`config.mk`:
```
export PLATFORM = sky130hd
export DESIGN_NAME = option_loader
export DESIGN_NICKNAME = d
export VERILOG_FILES = /design/src/rtl/nonogram_pkg.sv /design/src/rtl/option_loader_line_table.sv /design/src/rtl/option_loader.sv
export SDC_FILE = /design/constraint.sdc
export NUM_CORES = 1
export LEC_CHECK = 0
export ABC_AREA = 1
export BUFFER_PORTS_ARGS = -buffer_cell sky130_fd_sc_hd__buf_2
export CAP_MARGIN = 20
export CORE_AREA = 4 4 333 335
export CTS_BUF_LIST = sky130_fd_sc_hd__clkbuf_2 sky130_fd_sc_hd__clkbuf_4 sky130_fd_sc_hd__clkbuf_8
export DETAILED_ROUTE_END_ITERATION = 10
export DIE_AREA = 0 0 337 339
export PLACE_DENSITY = 0.37
export SYNTH_ARGS = -nofsm -noshare
export SYNTH_HDL_FRONTEND = slang
export SYNTH_HIERARCHICAL = 1
export SYNTH_SLANG_ARGS = --single-unit
```
`constraint.sdc`:
```
create_clock -name clk -period 13.1 [get_ports clk]
set_input_delay 2.62 -clock clk [delete_from_list [all_inputs] [get_ports clk]]
set_output_delay 2.62 -clock clk [all_outputs]
set_load 0.02 [all_outputs]
```
`src/rtl/nonogram_pkg.sv`:
```
// Shared definitions for the nonogram puzzle pipeline: board limits,
// loader FSM states and sticky error-bit positions.
package nonogram_pkg;

  localparam int MAX_ROWS        = 11;
  localparam int MAX_COLS        = 11;
  localparam int MAX_NUM_OPTIONS = 84;

  typedef enum logic [1:0] {
    ST_IDLE = 2'd0,
    ST_LINE = 2'd1,
    ST_DONE = 2'd2,
    ST_ERR  = 2'd3
  } loader_state_t;

  localparam int ERR_ORDER     = 3;
  localparam int ERR_INDEX     = 2;
  localparam int ERR_LINE_FULL = 1;
  localparam int ERR_MEM_FULL  = 0;

endpackage

```
`src/rtl/option_loader_line_table.sv`:
```
// Per-line {base, count} register file: one init/increment write port,
// a combinational count tap for the current line and a registered lookup port.
module line_table #(
  parameter int NUM_LINES = 22,
  parameter int AW        = 10,
  parameter int LW        = 5,
  parameter int CW        = 7
) (
  input  logic          clk,
  input  logic          rst,
  input  logic          clear,
  input  logic          init,
  input  logic [LW-1:0] init_idx,
  input  logic [AW-1:0] init_base,
  input  logic          inc,
  input  logic [LW-1:0] cur_idx,
  output logic [CW-1:0] cur_count,
  input  logic          q_valid,
  input  logic [LW-1:0] q_line,
  output logic          r_valid,
  output logic [AW-1:0] r_base,
  output logic [CW-1:0] r_count
);

  localparam logic [LW:0] NUM_LINES_W = (LW+1)'(NUM_LINES);

  logic [AW-1:0] base_reg  [NUM_LINES];
  logic [CW-1:0] count_reg [NUM_LINES];

  logic          r_valid_reg;
  logic [AW-1:0] r_base_reg;
  logic [CW-1:0] r_count_reg;

  always_ff @(posedge clk or posedge rst) begin
    if (rst) begin
      for (int i = 0; i < NUM_LINES; i++) begin
        base_reg[i]  <= '0;
        count_reg[i] <= '0;
      end
    end else if (clear) begin
      for (int i = 0; i < NUM_LINES; i++) begin
        base_reg[i]  <= '0;
        count_reg[i] <= '0;
      end
    end else if (init) begin
      base_reg[init_idx]  <= init_base;
      count_reg[init_idx] <= '0;
    end else if (inc) begin
      count_reg[cur_idx] <= count_reg[cur_idx] + CW'(1);
    end
  end

  assign cur_count = count_reg[cur_idx];

  // Reads sample the table before this edge's update, so a same-cycle
  // lookup of a line being modified sees the old entry.
  always_ff @(posedge clk or posedge rst) begin
    if (rst) begin
      r_valid_reg <= 1'b0;
      r_base_reg  <= '0;
      r_count_reg <= '0;
    end else begin
      r_valid_reg <= q_valid;
      if (q_valid) begin
        if ({1'b0, q_line} < NUM_LINES_W) begin
          r_base_reg  <= base_reg[q_line];
          r_count_reg <= count_reg[q_line];
        end else begin
          r_base_reg  <= '0;
          r_count_reg <= '0;
        end
      end
    end
  end

  assign r_valid = r_valid_reg;
  assign r_base  = r_base_reg;
  assign r_count = r_count_reg;

endmodule

```
`src/rtl/option_loader.sv`:
```
// Loads the parser's header/option word stream into the option BRAM and
// records per-line base address and option count for the solver.
module option_loader #(
  parameter int MAX_ROWS        = nonogram_pkg::MAX_ROWS,
  parameter int MAX_COLS        = nonogram_pkg::MAX_COLS,
  parameter int MAX_NUM_OPTIONS = nonogram_pkg::MAX_NUM_OPTIONS,
  parameter int MEM_DEPTH       = 1024,
  localparam int AW = $clog2(MEM_DEPTH),
  localparam int LW = $clog2(MAX_ROWS + MAX_COLS),
  localparam int CW = $clog2(MAX_NUM_OPTIONS + 1)
) (
  input  logic          clk,
  input  logic          rst,
  input  logic          clear,
  input  logic          in_valid,
  input  logic          in_header,
  input  logic [15:0]   in_word,
  input  logic          board_done,
  output logic          mem_we,
  output logic [AW-1:0] mem_waddr,
  output logic [15:0]   mem_wdata,
  input  logic          q_valid,
  input  logic [LW-1:0] q_line,
  output logic          r_valid,
  output logic [AW-1:0] r_base,
  output logic [CW-1:0] r_count,
  output logic          loaded,
  output logic [LW:0]   lines_seen,
  output logic [3:0]    err
);

  import nonogram_pkg::*;

  localparam int          NUM_LINES   = MAX_ROWS + MAX_COLS;
  localparam logic [LW:0] NUM_LINES_W = (LW+1)'(NUM_LINES);
  localparam logic [AW:0] DEPTH_W     = (AW+1)'(MEM_DEPTH);
  localparam logic [CW-1:0] MAX_CNT_W = CW'(MAX_NUM_OPTIONS);

  loader_state_t state_reg, state_next;
  logic [AW:0]   wptr_reg, wptr_next;
  logic [LW-1:0] cur_reg, cur_next;
  logic [LW:0]   lines_reg, lines_next;
  logic [3:0]    err_reg, err_next;
  logic          loaded_reg, loaded_next;
  logic          mem_we_reg, mem_we_next;
  logic [AW-1:0] waddr_reg, waddr_next;
  logic [15:0]   wdata_reg, wdata_next;

  logic          tbl_init;
  logic          tbl_inc;
  logic [CW-1:0] cur_count;
  logic [LW-1:0] hdr_idx;
  logic          hdr_ok;

  assign hdr_idx = in_word[LW-1:0];
  assign hdr_ok  = ({1'b0, hdr_idx} < NUM_LINES_W);

  line_table #(
    .NUM_LINES (NUM_LINES),
    .AW        (AW),
    .LW        (LW),
    .CW        (CW)
  ) u_line_table (
    .clk       (clk),
    .rst       (rst),
    .clear     (clear),
    .init      (tbl_init),
    .init_idx  (hdr_idx),
    .init_base (wptr_reg[AW-1:0]),
    .inc       (tbl_inc),
    .cur_idx   (cur_reg),
    .cur_count (cur_count),
    .q_valid   (q_valid),
    .q_line    (q_line),
    .r_valid   (r_valid),
    .r_base    (r_base),
    .r_count   (r_count)
  );

  always_ff @(posedge clk or posedge rst) begin
    if (rst) begin
      state_reg  <= ST_IDLE;
      wptr_reg   <= '0;
      cur_reg    <= '0;
      lines_reg  <= '0;
      err_reg    <= '0;
      loaded_reg <= 1'b0;
      mem_we_reg <= 1'b0;
      waddr_reg  <= '0;
      wdata_reg  <= '0;
    end else begin
      state_reg  <= state_next;
      wptr_reg   <= wptr_next;
      cur_reg    <= cur_next;
      lines_reg  <= lines_next;
      err_reg    <= err_next;
      loaded_reg <= loaded_next;
      mem_we_reg <= mem_we_next;
      waddr_reg  <= waddr_next;
      wdata_reg  <= wdata_next;
    end
  end

  always_comb begin
    state_next  = state_reg;
    wptr_next   = wptr_reg;
    cur_next    = cur_reg;
    lines_next  = lines_reg;
    err_next    = err_reg;
    loaded_next = loaded_reg;
    mem_we_next = 1'b0;
    waddr_next  = waddr_reg;
    wdata_next  = wdata_reg;
    tbl_init    = 1'b0;
    tbl_inc     = 1'b0;

    if (clear) begin
      state_next  = ST_IDLE;
      wptr_next   = '0;
      cur_next    = '0;
      lines_next  = '0;
      err_next    = '0;
      loaded_next = 1'b0;
    end else begin
      if (in_valid) begin
        case (state_reg)
          ST_IDLE, ST_LINE: begin
            if (in_header) begin
              if (hdr_ok) begin
                tbl_init   = 1'b1;
                cur_next   = hdr_idx;
                lines_next = lines_reg + (LW+1)'(1);
                state_next = ST_LINE;
              end else begin
                err_next[ERR_INDEX] = 1'b1;
                state_next          = ST_ERR;
              end
            end else if (state_reg == ST_IDLE) begin
              err_next[ERR_ORDER] = 1'b1;
              state_next          = ST_ERR;
            end else if (cur_count == MAX_CNT_W) begin
              err_next[ERR_LINE_FULL] = 1'b1;
            end else if (wptr_reg == DEPTH_W) begin
              err_next[ERR_MEM_FULL] = 1'b1;
              state_next             = ST_ERR;
            end else begin
              mem_we_next = 1'b1;
              waddr_next  = wptr_reg[AW-1:0];
              wdata_next  = in_word;
              wptr_next   = wptr_reg + (AW+1)'(1);
              tbl_inc     = 1'b1;
            end
          end
          ST_DONE: err_next[ERR_ORDER] = 1'b1;
          default: ;
        endcase
      end
      // board_done acts on the state left behind by this cycle's word.
      if (board_done && (state_next == ST_IDLE || state_next == ST_LINE)) begin
        state_next  = ST_DONE;
        loaded_next = 1'b1;
      end
    end
  end

  assign mem_we     = mem_we_reg;
  assign mem_waddr  = waddr_reg;
  assign mem_wdata  = wdata_reg;
  assign loaded     = loaded_reg;
  assign lines_seen = lines_reg;
  assign err        = err_reg;

endmodule

```
==> results of run 1 <==
-- Yosys cell counts, drive strengths merged --
| cell type | count |
|---|---|
| inv | 334 |
| nand2 | 956 |
| o2111ai | 4 |
| o22ai | 112 |
| dfrtp | 448 |
| clkinv | 21 |
| or2 | 3 |
| a31oi | 3 |
| a211oi | 1 |
| clkbuf | 148 |
| xor2 | 4 |
| o32ai | 33 |
| a21oi | 224 |
| nand3 | 154 |
| nor2 | 301 |
| o21ai | 550 |
| a32oi | 4 |
| a21boi | 7 |
| o211ai | 24 |
| o221ai | 1 |
| o31ai | 9 |
| xnor2 | 1 |
| a22oi | 6 |
| a21o | 4 |
| a22o | 1 |
| nor3 | 14 |
| ha | 4 |
| buf | 48 |
| nand4 | 12 |
-- worst paths after layout --
kind,slack [ps],end,start
setup reg to reg,6990,u_line_table/count_reg[41]$_DFFE_PP0P_,cur_reg[0]$_DFFE_PP0P_
min in group asynchronous,2050,u_line_table/base_reg[200]$_DFFE_PP0P_,rst
hold / removal,480,mem_wdata[7]$_DFFE_PP0P_,mem_wdata[7]$_DFFE_PP0P_
max in group asynchronous,8750,u_line_table/base_reg[36]$_DFFE_PP0P_,rst
setup / recovery,6770,u_line_table/count_reg[63]$_DFFE_PP0P_,in_word[1]
hold reg to reg,480,mem_wdata[7]$_DFFE_PP0P_,mem_wdata[7]$_DFFE_PP0P_
-- metal layers --
metal  global-route usage (%)  part of all wire (%)
met3                     2.76                   5.4
met2                     29.2                    44
met4                     4.21                   1.8
met5                        0                     0
met1                     28.9                    49
-- kinds of logic (layout without fill, tap and decap cells) --
logic type      count (synthesis)  in the layout  synth area share, %
fa+ha+maj                       4              4                0.203
buf+inv                       551            639                 8.76
flops                         448            448                 45.5
xor+xnor                        5              5                0.178
simple gates                 1440           1440                 23.5
compound gates                983            983                 21.9
other cells                     0              1                    0
-- where the power goes --
group          switching [mW]  internal, mW  leakage, nW
Sequential             0.0251          1.42         6.21
Clock                   0.663         0.856        0.963
Combinational           0.314        0.0881         5.75
-- worst max-delay path: stages --
cell	delay, ps
buf_2	150
nand2_1	60
a21oi_1	240
nor2_1	100
nand2_1	190
nor2_4	40
buf_4	350
inv_6	460
buf_4	600
buf_4	580
nor2_1	130
nor2_1	740
o21ai_0	270
o22ai_1	220
-- metrics by stage --
step           hold slack (ps)  util, %  setup slack, ps  power [mW]
3_3_place_gp               460     24.5             6140        1.87
2_1_floorplan              448        -             5210        1.69
6_report                   476     26.2             6770        3.36
4_1_cts                    481     26.2             6870        3.42
3_5_place_dp               463     24.5             6080        1.87
5_1_grt                    494     26.2             6550        3.52
-- cell type report --
type	instances	area (um2)	area share [%]
well taps	1414	1770	6.25
multi-input cells	2432	11300	40.0
repair buffers	136	842	2.97
clock buffers	143	1760	6.20
inverters	355	1350	4.76
clock inverters	5	58.8	0.208
flip-flops and latches	448	11200	39.6
diodes	1	2.50	0.00884
==> flow_metrics.env, run 1 <==
export IMPL_status="finished clean"
export IMPL_avgViaCountPerCell=4.93
export IMPL_grt_usage_pct=19.3
export IMPL_port_buffers=83
export IMPL_initial_core_util_pct=22.8
export IMPL_final_nets=3492
export IMPL_cts_htree_levels=3
export IMPL_cts_path_max_buffers=3
export IMPL_dpl_hpwl_um=74300
export IMPL_fin_area_mm2=0.0283
export IMPL_yosys_area_top_type="dfrtp_1"
export IMPL_cts_buffers=87
export IMPL_maxSlewHeadroom_pct=25.5
export IMPL_rows=121
export IMPL_cts_resized=0
export IMPL_dpl_cell_area_mm2=0.0265
export IMPL_ys_types=44
export IMPL_place_inst=4785
export IMPL_synth_area_mm2=0.0247
export IMPL_setup_viol=0
export IMPL_cp_data_arrival_time_ps=6930
export IMPL_clock_latency_ps=730
export IMPL_power_density_mw_per_mm2=119
export IMPL_final_common_cell="nand2_1"
export IMPL_area_growth_pct=14.8
export IMPL_ir_worst_vdd_mv=0.0614
export IMPL_drc=0
export IMPL_avgRoutedWirePerCell_um=22.8
export IMPL_yosysSeqAreaShare_pct=45.5
export IMPL_setup_tns_ps=0
export IMPL_die_x_um=337
export IMPL_grt_pass1_wl_um=166000
export IMPL_worst_pin_slew_ps=1120
export IMPL_antenna_found_initial=2
export IMPL_postCtsHoldBufs=0
export IMPL_maxSlewViolCount=0
export IMPL_crit_required_ps=13700
export IMPL_cts_tree="built"
export IMPL_fin_skew_ps=62.6
export IMPL_grt_max_degree=162
export IMPL_io_pins=84
export IMPL_grt_pass1_vias=23500
export IMPL_routed_wirelength_um=112000
export IMPL_fmax_mhz=158
export IMPL_syn_inst=3431
export IMPL_die_y_um=339
export IMPL_clk_pin_slew_ps=60
export IMPL_synth_seq_cells=448
export IMPL_grt_ovfl_total=0
export IMPL_yosys_warnings=6
export IMPL_rsz0062_at_grt="false"
export IMPL_p_leak_nw=12.9
export IMPL_rr_worst_depth=24
export IMPL_maxCapViolCount=0
export IMPL_cts_root_buf="clkbuf_8"
export IMPL_path_max_fanout=64
export IMPL_drt_initial_drc_count=2203
export IMPL_fin_cells=4934
export IMPL_min_path_cells=2
export IMPL_worstSetupPathType="in -> reg"
export IMPL_syn_avg_cell_area_um2=7.19
export IMPL_synth_top_area_share_pct=45.5
export IMPL_most_common_layout_cells="nand2_1, o21ai_0, dfrtp_1"
export IMPL_crit_path_end_kind="flop"
export IMPL_final_fill_count=12200
export IMPL_synth_area_leaders="dfrtp_1, nand2_1, o21ai_0, inv_1, a21oi_1"
export IMPL_cts_sinks=448
export IMPL_largest_register_ffs=220
export IMPL_startpoint_type="input port"
export IMPL_firstDrtPassIters=6
export IMPL_finalHoldViolCount=0
export IMPL_dieArea_mm2=0.114
export IMPL_period_share_pct=48.3
export IMPL_post_cts_setup_buffers=0
export IMPL_dr_total_vias=24300
export IMPL_syn_nets=3463
export IMPL_routabilityCongestion=0.865
export IMPL_min_period_ps=6330
export IMPL_drive_gt1_share_pct=10.1
export IMPL_hold_class="reg -> reg"
export IMPL_core_area_mm2=0.108
export IMPL_ant_nets=0
Power figures use the tool's default switching activity.
==> run 2, diff against run 1 <==
Clock period 13.1 ns to 5.7 ns, I/O delays scaled along.
==> flow_metrics.env, run 2 (synthesized netlist as in run 1, its figures left out) <==
export IMPL_status="finished clean"
export IMPL_rsz0062_at_grt="false"
export IMPL_rows=121
export IMPL_postCtsHoldBufs=0
export IMPL_largest_register_ffs=220
export IMPL_utilization_pct=26.6
export IMPL_die_x_um=337
export IMPL_p_sw_share_pct=29.3
export IMPL_critPathCapture="u_line_table/count_reg[145]$_DFFE_PP0P_"
export IMPL_dpl_cell_area_mm2=0.0268
export IMPL_clk_pin_slew_ps=60
export IMPL_startpoint_type="flop"
export IMPL_final_fill_count=12100
export IMPL_routed_wirelength_um=112000
export IMPL_path_max_fanout=46
export IMPL_multiInputGateArea_mm2=0.0113
export IMPL_min_period_ps=4380
export IMPL_most_common_layout_cells="nand2_1, o21ai_0, dfrtp_1"
export IMPL_grt_pass1_vias=24000
export IMPL_dieArea_mm2=0.114
export IMPL_clock_latency_ps=740
export IMPL_cts_htree_levels=3
export IMPL_cts_root_buf="clkbuf_8"
export IMPL_p_leak_nw=13.2
export IMPL_seq_power_share_pct=41.8
export IMPL_power_switching_mw=2.32
export IMPL_fin_area_mm2=0.0288
export IMPL_post_cts_setup_buffers=0
export IMPL_cts_sinks=448
export IMPL_routabilityCongestion=0.880
export IMPL_internal_power_mw=5.60
export IMPL_dpl_hpwl_um=75600
export IMPL_crit_required_ps=6290
export IMPL_cts_resized=0
export IMPL_drc=0
export IMPL_die_y_um=339
export IMPL_grt_usage_pct=19.2
export IMPL_crit_reg2reg_launch="cur_reg[1]$_DFFE_PP0P_"
export IMPL_cp_data_arrival_time_ps=4970
export IMPL_core_area_mm2=0.108
export IMPL_firstDrtPassIters=6
export IMPL_hold_class="reg -> reg"
export IMPL_ant_nets=0
export IMPL_drive_gt1_share_pct=11.1
export IMPL_reg2reg_slack_ps=1320
export IMPL_rr_worst_depth=22
export IMPL_combPwrFrac_pct=11.8
export IMPL_setup_viol=0
export IMPL_clockPowerShare_pct=46.4
export IMPL_finalHoldViolCount=0
export IMPL_maxCapViolCount=0
export IMPL_maxSlewViolCount=0
export IMPL_cp_startpoint="cur_reg[1]$_DFFE_PP0P_"
export IMPL_crit_path_end_kind="flop"
export IMPL_cts_tree="built"
export IMPL_antenna_found_initial=5
export IMPL_final_common_cell="nand2_1"
export IMPL_area_growth_pct=16.7
export IMPL_timing_hold_ws_ps=475
export IMPL_drt_initial_drc_count=2031
export IMPL_ir_worst_vdd_mv=0.153
export IMPL_worst_pin_slew_ps=1080
export IMPL_cts_path_max_buffers=3
export IMPL_worstReg2RegEnd="u_line_table/count_reg[145]$_DFFE_PP0P_"
export IMPL_final_nets=3525
export IMPL_power_density_mw_per_mm2=275
export IMPL_fmax_mhz=228
export IMPL_maxSlewHeadroom_pct=27.5
export IMPL_avgRoutedWirePerCell_um=22.4
export IMPL_grt_ovfl_total=0
export IMPL_regArea_mm2=0.0112
export IMPL_initial_core_util_pct=22.8
export IMPL_grt_max_degree=132
export IMPL_io_pins=84
export IMPL_worstSetupPathType="reg -> reg"
export IMPL_dr_total_vias=24200
export IMPL_fin_skew_ps=56.8
export IMPL_period_share_pct=76.8
export IMPL_port_buffers=83
export IMPL_grt_pass1_wl_um=166000
export IMPL_avgViaCountPerCell=4.87
export IMPL_cts_buffers=89
## run 2: cell types whose count changed in the layout (fill, tap and decap cells not counted), sizes merged
cell      change
buf          +31
clkbuf        +9
clkinv        +3
clkinvlp      -1
diode         +3
inv           +2
## run 2: how the worst min path moves through the flow
stage	start	endpoint	slack [ps]	cells past startpoint
floorplan	cur_reg[1]$_DFFE_PP0P_	cur_reg[1]$_DFFE_PP0P_	450	2
global placement	u_line_table/base_reg[154]$_DFFE_PP0P_	u_line_table/base_reg[154]$_DFFE_PP0P_	460	2
detailed placement	mem_wdata[8]$_DFFE_PP0P_	mem_wdata[8]$_DFFE_PP0P_	460	2
CTS	q_valid	u_line_table/r_valid$_DFF_PP0_	460	1
global route	q_valid	u_line_table/r_valid$_DFF_PP0_	480	1
finish	u_line_table/r_count[1]$_DFFE_PP0P_	u_line_table/r_count[1]$_DFFE_PP0P_	480	1
## run 2: worst max-delay path: stages (launching register included)
cell,delay (ps)
dfrtp_1,760
inv_1,180
nand2_2,180
buf_4,230
nor2_1,60
nor2_1,150
nand2_1,110
a21oi_1,250
nand2_4,120
nor3_1,540
nand2_1,210
nand2_2,160
nor2_8,70
nand2_4,80
inv_4,240
nand2_1,230
nand2_1,80
inv_1,160
nor2_1,90
inv_1,150
nor2_1,50
nand2_1,60
nand2_1,50
## run 2: per-layer routing
metal | vias up | routed length (um) | track usage (%)
met3 | 164 | 6100 | 3.09
li1 | 11500 | - | -
met1 | 11900 | 53700 | 28.2
met2 | 758 | 48600 | 29.1
met4 | 0 | 3210 | 5.46
met5 | - | 0 | 0
## run 2: metrics by stage
stage	power [mW]	setup TNS [ps]	instances	setup WS (ps)
2_1_floorplan	3.89	-279840	3431	-714
3_3_place_gp	4.31	0	4812	1200
3_5_place_dp	4.30	0	4814	1360
4_1_cts	8.07	0	4975	1370
5_1_grt	8.29	0	4981	1010
6_report	7.91	0	4981	1320
## run 2: power by group through the flow
stage	Combinational (mW)	Clock [mW]	Sequential, mW
floorplan	0.480	0	3.41
global route	1.02	3.95	3.32
finish	0.934	3.67	3.31
CTS	0.939	3.82	3.31
detailed placement	0.939	0	3.36
global placement	0.938	0	3.37
## run 2: layout make-up
class / count / share of cell area, %
Inverter: 355 / 4.68
Tap cell: 1414 / 6.15
Antenna cell: 4 / 0.0348
Clock inverter: 9 / 0.309
Clock buffer: 152 / 6.58
Multi-Input combinational cell: 2432 / 39.3
Sequential cell: 448 / 39.0
Timing Repair Buffer: 167 / 3.98
